==> config.mk <==
export PLATFORM = sky130hd
export DESIGN_NAME = cordic_square_flat
export DESIGN_NICKNAME = d
export VERILOG_FILES = /design/src/rtl/watchdog_pkg.sv /design/src/rtl/cordic_square_if.sv /design/src/rtl/cordic_square_bound_check.sv /design/src/rtl/cordic_square.sv /design/src/flat_wrapper.sv
export SDC_FILE = /design/constraint.sdc
export NUM_CORES = 1
export LEC_CHECK = 0
export BUFFER_PORTS_ARGS = -buffer_cell sky130_fd_sc_hd__buf_4
export CAP_MARGIN = 5
export CORE_UTILIZATION = 58
export CTS_CLUSTER_SIZE = 24
export DETAILED_ROUTE_END_ITERATION = 12
export HOLD_SLACK_MARGIN = 0.12
export PLACE_DENSITY = 0.84
export SYNTH_ARGS = -nofsm -noshare
export SYNTH_HDL_FRONTEND = slang
export SYNTH_HIERARCHICAL = 1
export SYNTH_SLANG_ARGS = --single-unit
==> constraint.sdc <==
create_clock -name clk -period 4.3 [get_ports clk]
set_input_delay 0.215 -clock clk [delete_from_list [all_inputs] [get_ports clk]]
set_output_delay 0.215 -clock clk [all_outputs]
set_load 0.02 [all_outputs]
==> src/rtl/watchdog_pkg.sv <==
// Shared FSM definitions for the square / square-root blocks.
// The state encoding is common so both blocks decode identically.
package watchdog_pkg;

  typedef enum logic [2:0] {
    IDLE = 3'd0,
    RUN  = 3'd1,
    FIN  = 3'd2
  } fsm_state_e;

endpackage

==> src/rtl/cordic_square_if.sv <==
// Request/response bundle for cordic_square.
// The master drives the operands and start; the slave returns the result.
interface cordic_square_if #(
  parameter int IN_WIDTH  = 16,
  parameter int OUT_WIDTH = 2 * IN_WIDTH
);

  logic                        start;
  logic        [IN_WIDTH-1:0]  y_in;
  logic signed [OUT_WIDTH-1:0] x_ref;
  logic        [OUT_WIDTH-1:0] sq_out;
  logic                        done;
  logic                        busy;
  logic                        check_ok;

  modport master (
    output start, y_in, x_ref,
    input  sq_out, done, busy, check_ok
  );

  modport slave (
    input  start, y_in, x_ref,
    output sq_out, done, busy, check_ok
  );

endinterface

==> src/rtl/cordic_square_bound_check.sv <==
// sq_bound_check: combinational test that x_ref lies in [sq, sq + 2*y + 1).
// A negative reference only passes for a zero root, mirroring how the
// square-root block reports negative radicands. One extra bit of headroom
// keeps sq + 2*y + 1 from wrapping at the largest root.
module sq_bound_check #(
  parameter int IN_WIDTH  = 16,
  parameter int OUT_WIDTH = 2 * IN_WIDTH
) (
  input  logic        [OUT_WIDTH-1:0] sq,
  input  logic        [IN_WIDTH-1:0]  y,
  input  logic signed [OUT_WIDTH-1:0] x_ref,
  output logic                        ok
);

  logic [OUT_WIDTH:0] sq_ext;
  logic [OUT_WIDTH:0] x_ext;
  logic [OUT_WIDTH:0] hi_ext;

  // Widen operands and evaluate the half-open bound.
  always_comb begin
    sq_ext = {1'b0, sq};
    x_ext  = {1'b0, x_ref};
    hi_ext = sq_ext + ((OUT_WIDTH + 1)'(y) << 1) + (OUT_WIDTH + 1)'(1);
    if (x_ref[OUT_WIDTH-1]) begin
      ok = (y == '0);
    end else begin
      ok = (x_ext >= sq_ext) && (x_ext < hi_ext);
    end
  end

endmodule

==> src/rtl/cordic_square.sv <==
// cordic_square: iterative shift-and-add squarer.
// One multiplier bit is consumed per RUN cycle, so the latency is fixed at
// IN_WIDTH RUN cycles plus one FIN cycle regardless of the operand.
// Optional feature: define CORDIC_SQUARE_CHECK_EN to add the root-bound
// check (check_ok); without it check_ok is tied low and x_ref is ignored.
module cordic_square
  import watchdog_pkg::*;
#(
  parameter int IN_WIDTH  = 16,
  parameter int OUT_WIDTH = 2 * IN_WIDTH
) (
  input  logic            clk,
  input  logic            rst_n,
  cordic_square_if.slave  bus
);

  localparam int CNT_W = $clog2(IN_WIDTH + 1);

  fsm_state_e state_q, state_d;

  logic [IN_WIDTH-1:0]  mplier_q, mplier_d;
  logic [OUT_WIDTH-1:0] mcand_q,  mcand_d;
  logic [OUT_WIDTH-1:0] acc_q,    acc_d;
  logic [CNT_W-1:0]     cnt_q,    cnt_d;

  logic accept;
  logic last_run;

  assign accept   = (state_q == IDLE) && bus.start;
  assign last_run = (state_q == RUN) && (cnt_q == CNT_W'(1));

  // State register.
  always_ff @(posedge clk or negedge rst_n) begin
    if (!rst_n) begin
      state_q <= IDLE;
    end else begin
      state_q <= state_d;
    end
  end

  // Next-state: start only matters in IDLE; FIN always returns to IDLE.
  always_comb begin
    state_d = state_q;
    case (state_q)
      IDLE:    if (bus.start) state_d = RUN;
      RUN:     if (cnt_q == CNT_W'(1)) state_d = FIN;
      FIN:     state_d = IDLE;
      default: state_d = IDLE;
    endcase
  end

  // FSM outputs: done is the single FIN cycle, busy covers RUN and FIN.
  always_comb begin
    bus.done = (state_q == FIN);
    bus.busy = (state_q != IDLE);
  end

  // Datapath next values: load on accept, one add/shift step per RUN cycle.
  always_comb begin
    mplier_d = mplier_q;
    mcand_d  = mcand_q;
    acc_d    = acc_q;
    cnt_d    = cnt_q;
    if (accept) begin
      mplier_d = bus.y_in;
      mcand_d  = OUT_WIDTH'(bus.y_in);
      acc_d    = '0;
      cnt_d    = CNT_W'(IN_WIDTH);
    end else if (state_q == RUN) begin
      if (mplier_q[0]) begin
        acc_d = acc_q + mcand_q;
      end
      mcand_d  = mcand_q << 1;
      mplier_d = mplier_q >> 1;
      cnt_d    = cnt_q - CNT_W'(1);
    end
  end

  // Datapath registers; the accumulator doubles as the held result.
  always_ff @(posedge clk or negedge rst_n) begin
    if (!rst_n) begin
      mplier_q <= '0;
      mcand_q  <= '0;
      acc_q    <= '0;
      cnt_q    <= '0;
    end else begin
      mplier_q <= mplier_d;
      mcand_q  <= mcand_d;
      acc_q    <= acc_d;
      cnt_q    <= cnt_d;
    end
  end

  assign bus.sq_out = acc_q;

`ifdef CORDIC_SQUARE_CHECK_EN
  logic        [IN_WIDTH-1:0]  y_q,    y_d;
  logic signed [OUT_WIDTH-1:0] xref_q, xref_d;
  logic                        chk_q,  chk_d;
  logic                        bound_ok;

  // The final square is acc_d on the last RUN cycle, so the verdict is
  // registered on the same edge that enters FIN and is valid with done.
  sq_bound_check #(
    .IN_WIDTH  (IN_WIDTH),
    .OUT_WIDTH (OUT_WIDTH)
  ) u_bound (
    .sq    (acc_d),
    .y     (y_q),
    .x_ref (xref_q),
    .ok    (bound_ok)
  );

  // Check operands latch on accept; the verdict clears on accept and holds after FIN.
  always_comb begin
    y_d    = y_q;
    xref_d = xref_q;
    chk_d  = chk_q;
    if (accept) begin
      y_d    = bus.y_in;
      xref_d = bus.x_ref;
      chk_d  = 1'b0;
    end else if (last_run) begin
      chk_d  = bound_ok;
    end
  end

  // Check registers.
  always_ff @(posedge clk or negedge rst_n) begin
    if (!rst_n) begin
      y_q    <= '0;
      xref_q <= '0;
      chk_q  <= 1'b0;
    end else begin
      y_q    <= y_d;
      xref_q <= xref_d;
      chk_q  <= chk_d;
    end
  end

  assign bus.check_ok = chk_q;
`else
  assign bus.check_ok = 1'b0;
`endif

endmodule

==> src/flat_wrapper.sv <==
// flat-port wrapper written by rule: the top's interface ports become plain ports
module cordic_square_flat import watchdog_pkg::*;
#(
  parameter int IN_WIDTH  = 16,
  parameter int OUT_WIDTH = 2 * IN_WIDTH
)
  (clk, rst_n, bus_start, bus_y_in, bus_x_ref, bus_sq_out, bus_done, bus_busy, bus_check_ok);
  cordic_square_if #(.IN_WIDTH(IN_WIDTH), .OUT_WIDTH(OUT_WIDTH)) bus_i ();
  input  logic clk;
  input  logic rst_n;
  input wire logic [$bits(bus_i.start)-1:0] bus_start;
  input wire logic [$bits(bus_i.y_in)-1:0] bus_y_in;
  input wire logic [$bits(bus_i.x_ref)-1:0] bus_x_ref;
  output wire logic [$bits(bus_i.sq_out)-1:0] bus_sq_out;
  output wire logic [$bits(bus_i.done)-1:0] bus_done;
  output wire logic [$bits(bus_i.busy)-1:0] bus_busy;
  output wire logic [$bits(bus_i.check_ok)-1:0] bus_check_ok;
  assign bus_i.start = bus_start;
  assign bus_i.y_in = bus_y_in;
  assign bus_i.x_ref = bus_x_ref;
  assign bus_sq_out = bus_i.sq_out;
  assign bus_done = bus_i.done;
  assign bus_busy = bus_i.busy;
  assign bus_check_ok = bus_i.check_ok;
  cordic_square #(.IN_WIDTH(IN_WIDTH), .OUT_WIDTH(OUT_WIDTH)) u_core (.clk(clk), .rst_n(rst_n), .bus(bus_i));
endmodule
==> flow_metrics.tcl <==
set metrics [dict create \
    status "completed" \
    synth_ff_type "dfrtp_1" \
    grt_max_degree 54 \
    layout-drive-gt1-share_pct 13.67 \
    rsz0062_at_grt "no" \
    final_core_util_pct 69.19 \
    layout_setup_ws_ns 1.232 \
    drtPass1Iterations 5 \
    antenna_cells 0 \
    vias_per_cell 6.001 \
    slew_headroom_pct 30.77 \
    crit_slowest_cell "fa_1" \
    post_cts_buffers 0 \
    drv_cap 0 \
    timing_max_transition_violations_final 0 \
    gp_congestion 0.9140 \
    die_y_um 95.74 \
    synth_seq_cells 87 \
    layout_min_cycle_time_ns 3.068 \
    leakage_nw 2.791 \
    cp-start-kind "register" \
    syn_inst 590 \
    cts.sinks 87 \
    gr-total-overflow 0 \
    drt_iter0_drc 285 \
    vias 4405 \
    fin_crit_sh_pct 71.34 \
    ys_seq_area_share_pct 42.72 \
    syn_avg_cell_area_um2 8.638 \
    clock-root-buffer "clkbuf_8" \
    routed_wl_um 11790 \
    clockBufferDepth 2 \
    drc_errors 0 \
    placement.cell_area_um2 5519 \
    synthesis.area_um2 5096 \
    synth_most_common_cell "nand2_1" \
    htree_levels 3 \
    clock.fmax_mhz 326.0 \
    port-buffer-count 52 \
    cpPeakStageDelay_ns 0.44 \
    die-area_um2 9165 \
    design_area_um2 5771 \
    crit_path_end_kind "register" \
    crit_chain "ha_1, fa_1, a21oi_2, o21ai_1, a21o_1, o21ba_4, a21oi_4, o21ai_2, o21a_1, or3_1, a32o_1" \
    synth_top_cell_by_area "dfrtp_1" \
    clock_latency_ns 0.35 \
    post-synth-top-area-fraction_pct 42.72 \
    fin_nets 709 \
    clkTransAtPathRegs_ns 0.09 \
    grt_usage_pct 27.74 \
    synth_cell_type_count 57 \
    ios 86 \
    criticalPathCategory "register to register" \
    fin_skew_ns 0.008913 \
    peakVddDrop_mv 0.5254 \
    area_growth_pct 13.23 \
    hold_viol_final 0 \
    cts_resized 0 \
    rows 33 \
    core_area_um2 8341 \
    fillers 646 \
    synth_common_cells "nand2_1, dfrtp_1, o21ai_0" \
    yosys-top-cells-area "dfrtp_1, nand2_1, ha_1" \
    tritoncts "yes" \
    hold_path.class "input port to register" \
    synth_edf_count 0 \
    critPathMaxFanout 5 \
    syn_nets 675 \
    synth-async-reset-ratio_pct 100.0 \
    ys_warn_count 6 \
    arrival_ns 3.31 \
    finalSetupViolations 0 \
    worstMarginPinSlew_ns 1.036 \
    dieWidth_um 95.74 \
    critPathRequiredTime_ns 4.54 \
    power_density_nw_per_um2 837.5 \
    antenna_found_initial 0 \
    holdBufCountCts 3 \
    hpwl_um 8155 \
    preCtsSetupSlack_ns 1.290 \
    whs_ns 0.1523 \
    start_util_pct 61.10 \
    antenna_left 0 \
    final.setup.tns_ns 0 \
    cts_buffers 9 \
    grt_pass1_vias 4302 \
    wl_per_cell_um 16.06 \
    grt_pass1_wl_um 19770 \
]
## sequential cells by signal, summed over array words and instances, names as in the netlist
register,flops
u_core/state_q,2
u_core/mplier_q,16
u_core/bus.sq_out,32
u_core/cnt_q,5
u_core/mcand_q,32
## placed cells by master (no fill, tap or decap), types with 5 or more instances in the layout
master      n
nor2_1     26
xnor2_1    13
clkbuf_8    9
buf_4      56
inv_1       9
nor2b_1     5
a31oi_1    30
nand3_1    13
dfrtp_1    87
o21ai_1    10
xor2_1     15
o21a_1      6
o21ai_0    54
a21oi_1    27
nand2_1   145
ha_1       33
a21o_1     13
## final timing paths
check                                           from                     to  slack [ns]  cells past startpoint
min in group asynchronous                      rst_n  u_core/bus.sq_out[19]        0.36                      2
worst min register to register  u_core/bus.sq_out[8]   u_core/bus.sq_out[8]        0.52                      2
worst max register to register  u_core/bus.sq_out[0]  u_core/bus.sq_out[24]        1.23                     11
max in group asynchronous                      rst_n     u_core/mcand_q[11]        2.92                      3
worst max-delay path            u_core/bus.sq_out[0]  u_core/bus.sq_out[24]        1.23                     11
worst min-delay path                     bus_y_in[1]     u_core/mplier_q[1]        0.15                      3
## where the power goes
group | total (mW) | switching, mW | leakage [nW] | internal [mW]
registers | 1.47 | 0.295 | 1.10 | 1.18
clock network | 0.633 | 0.305 | 0.105 | 0.328
logic | 2.73 | 1.63 | 1.59 | 1.10
total | 4.83 | 2.23 | 2.79 | 2.60
## metrics by stage
step | std cells | total power [mW]
after floorplan | 590 | 3.454
after global placement | 715 | 4.040
after detailed placement | 715 | 4.172
after CTS | 734 | 4.829
after global routing | 734 | 5.218
final | 734 | 4.833
## cells by family after synthesis
logic type / synth area share, %
AO/OA/AOI/OAI: 21.41
XOR/XNOR: 4.812
adder cells (fa/ha/maj): 8.495
buffers and inverters: 3.437
flip-flops: 42.72
multiplexers: 0.7857
other: 0.07359
AND/OR/NAND/NOR: 18.27
## routing by layer
metal | vias up | wire length (um) | GRT usage (%) | part of all wire (%)
met5 | - | 0 | 0 | 0
met4 | 0 | 237 | 10.32 | 2.0
met3 | 23 | 629 | 5.213 | 5.3
met2 | 145 | 5866 | 46.43 | 50
met1 | 2122 | 5052 | 35.83 | 43
li1 | 2115 | - | - | -
## area by class of cell
cell class                      count  area, um^2  share of cell area [%]
Multi-Input combinational cell    458        2756                   47.77
Clock buffer                        9       123.9                   2.147
Sequential cell                    87        2177                   37.73
Timing Repair Buffer               59       450.4                   7.806
Tap cell                          105       131.4                   2.277
Clock inverter                      7       97.59                   1.691
Inverter                            9       33.78                  0.5854
## critical path, delay by kind of cell (launching register included)
family / cells / cell delay (ns)
AOI/OAI and AO/OA: 8 / 1.56
DFF: 1 / 0.41
and+or+nand+nor: 1 / 0.31
adders and majority gates: 2 / 0.68
Note: power is estimated with default switching activity, not from simulation.
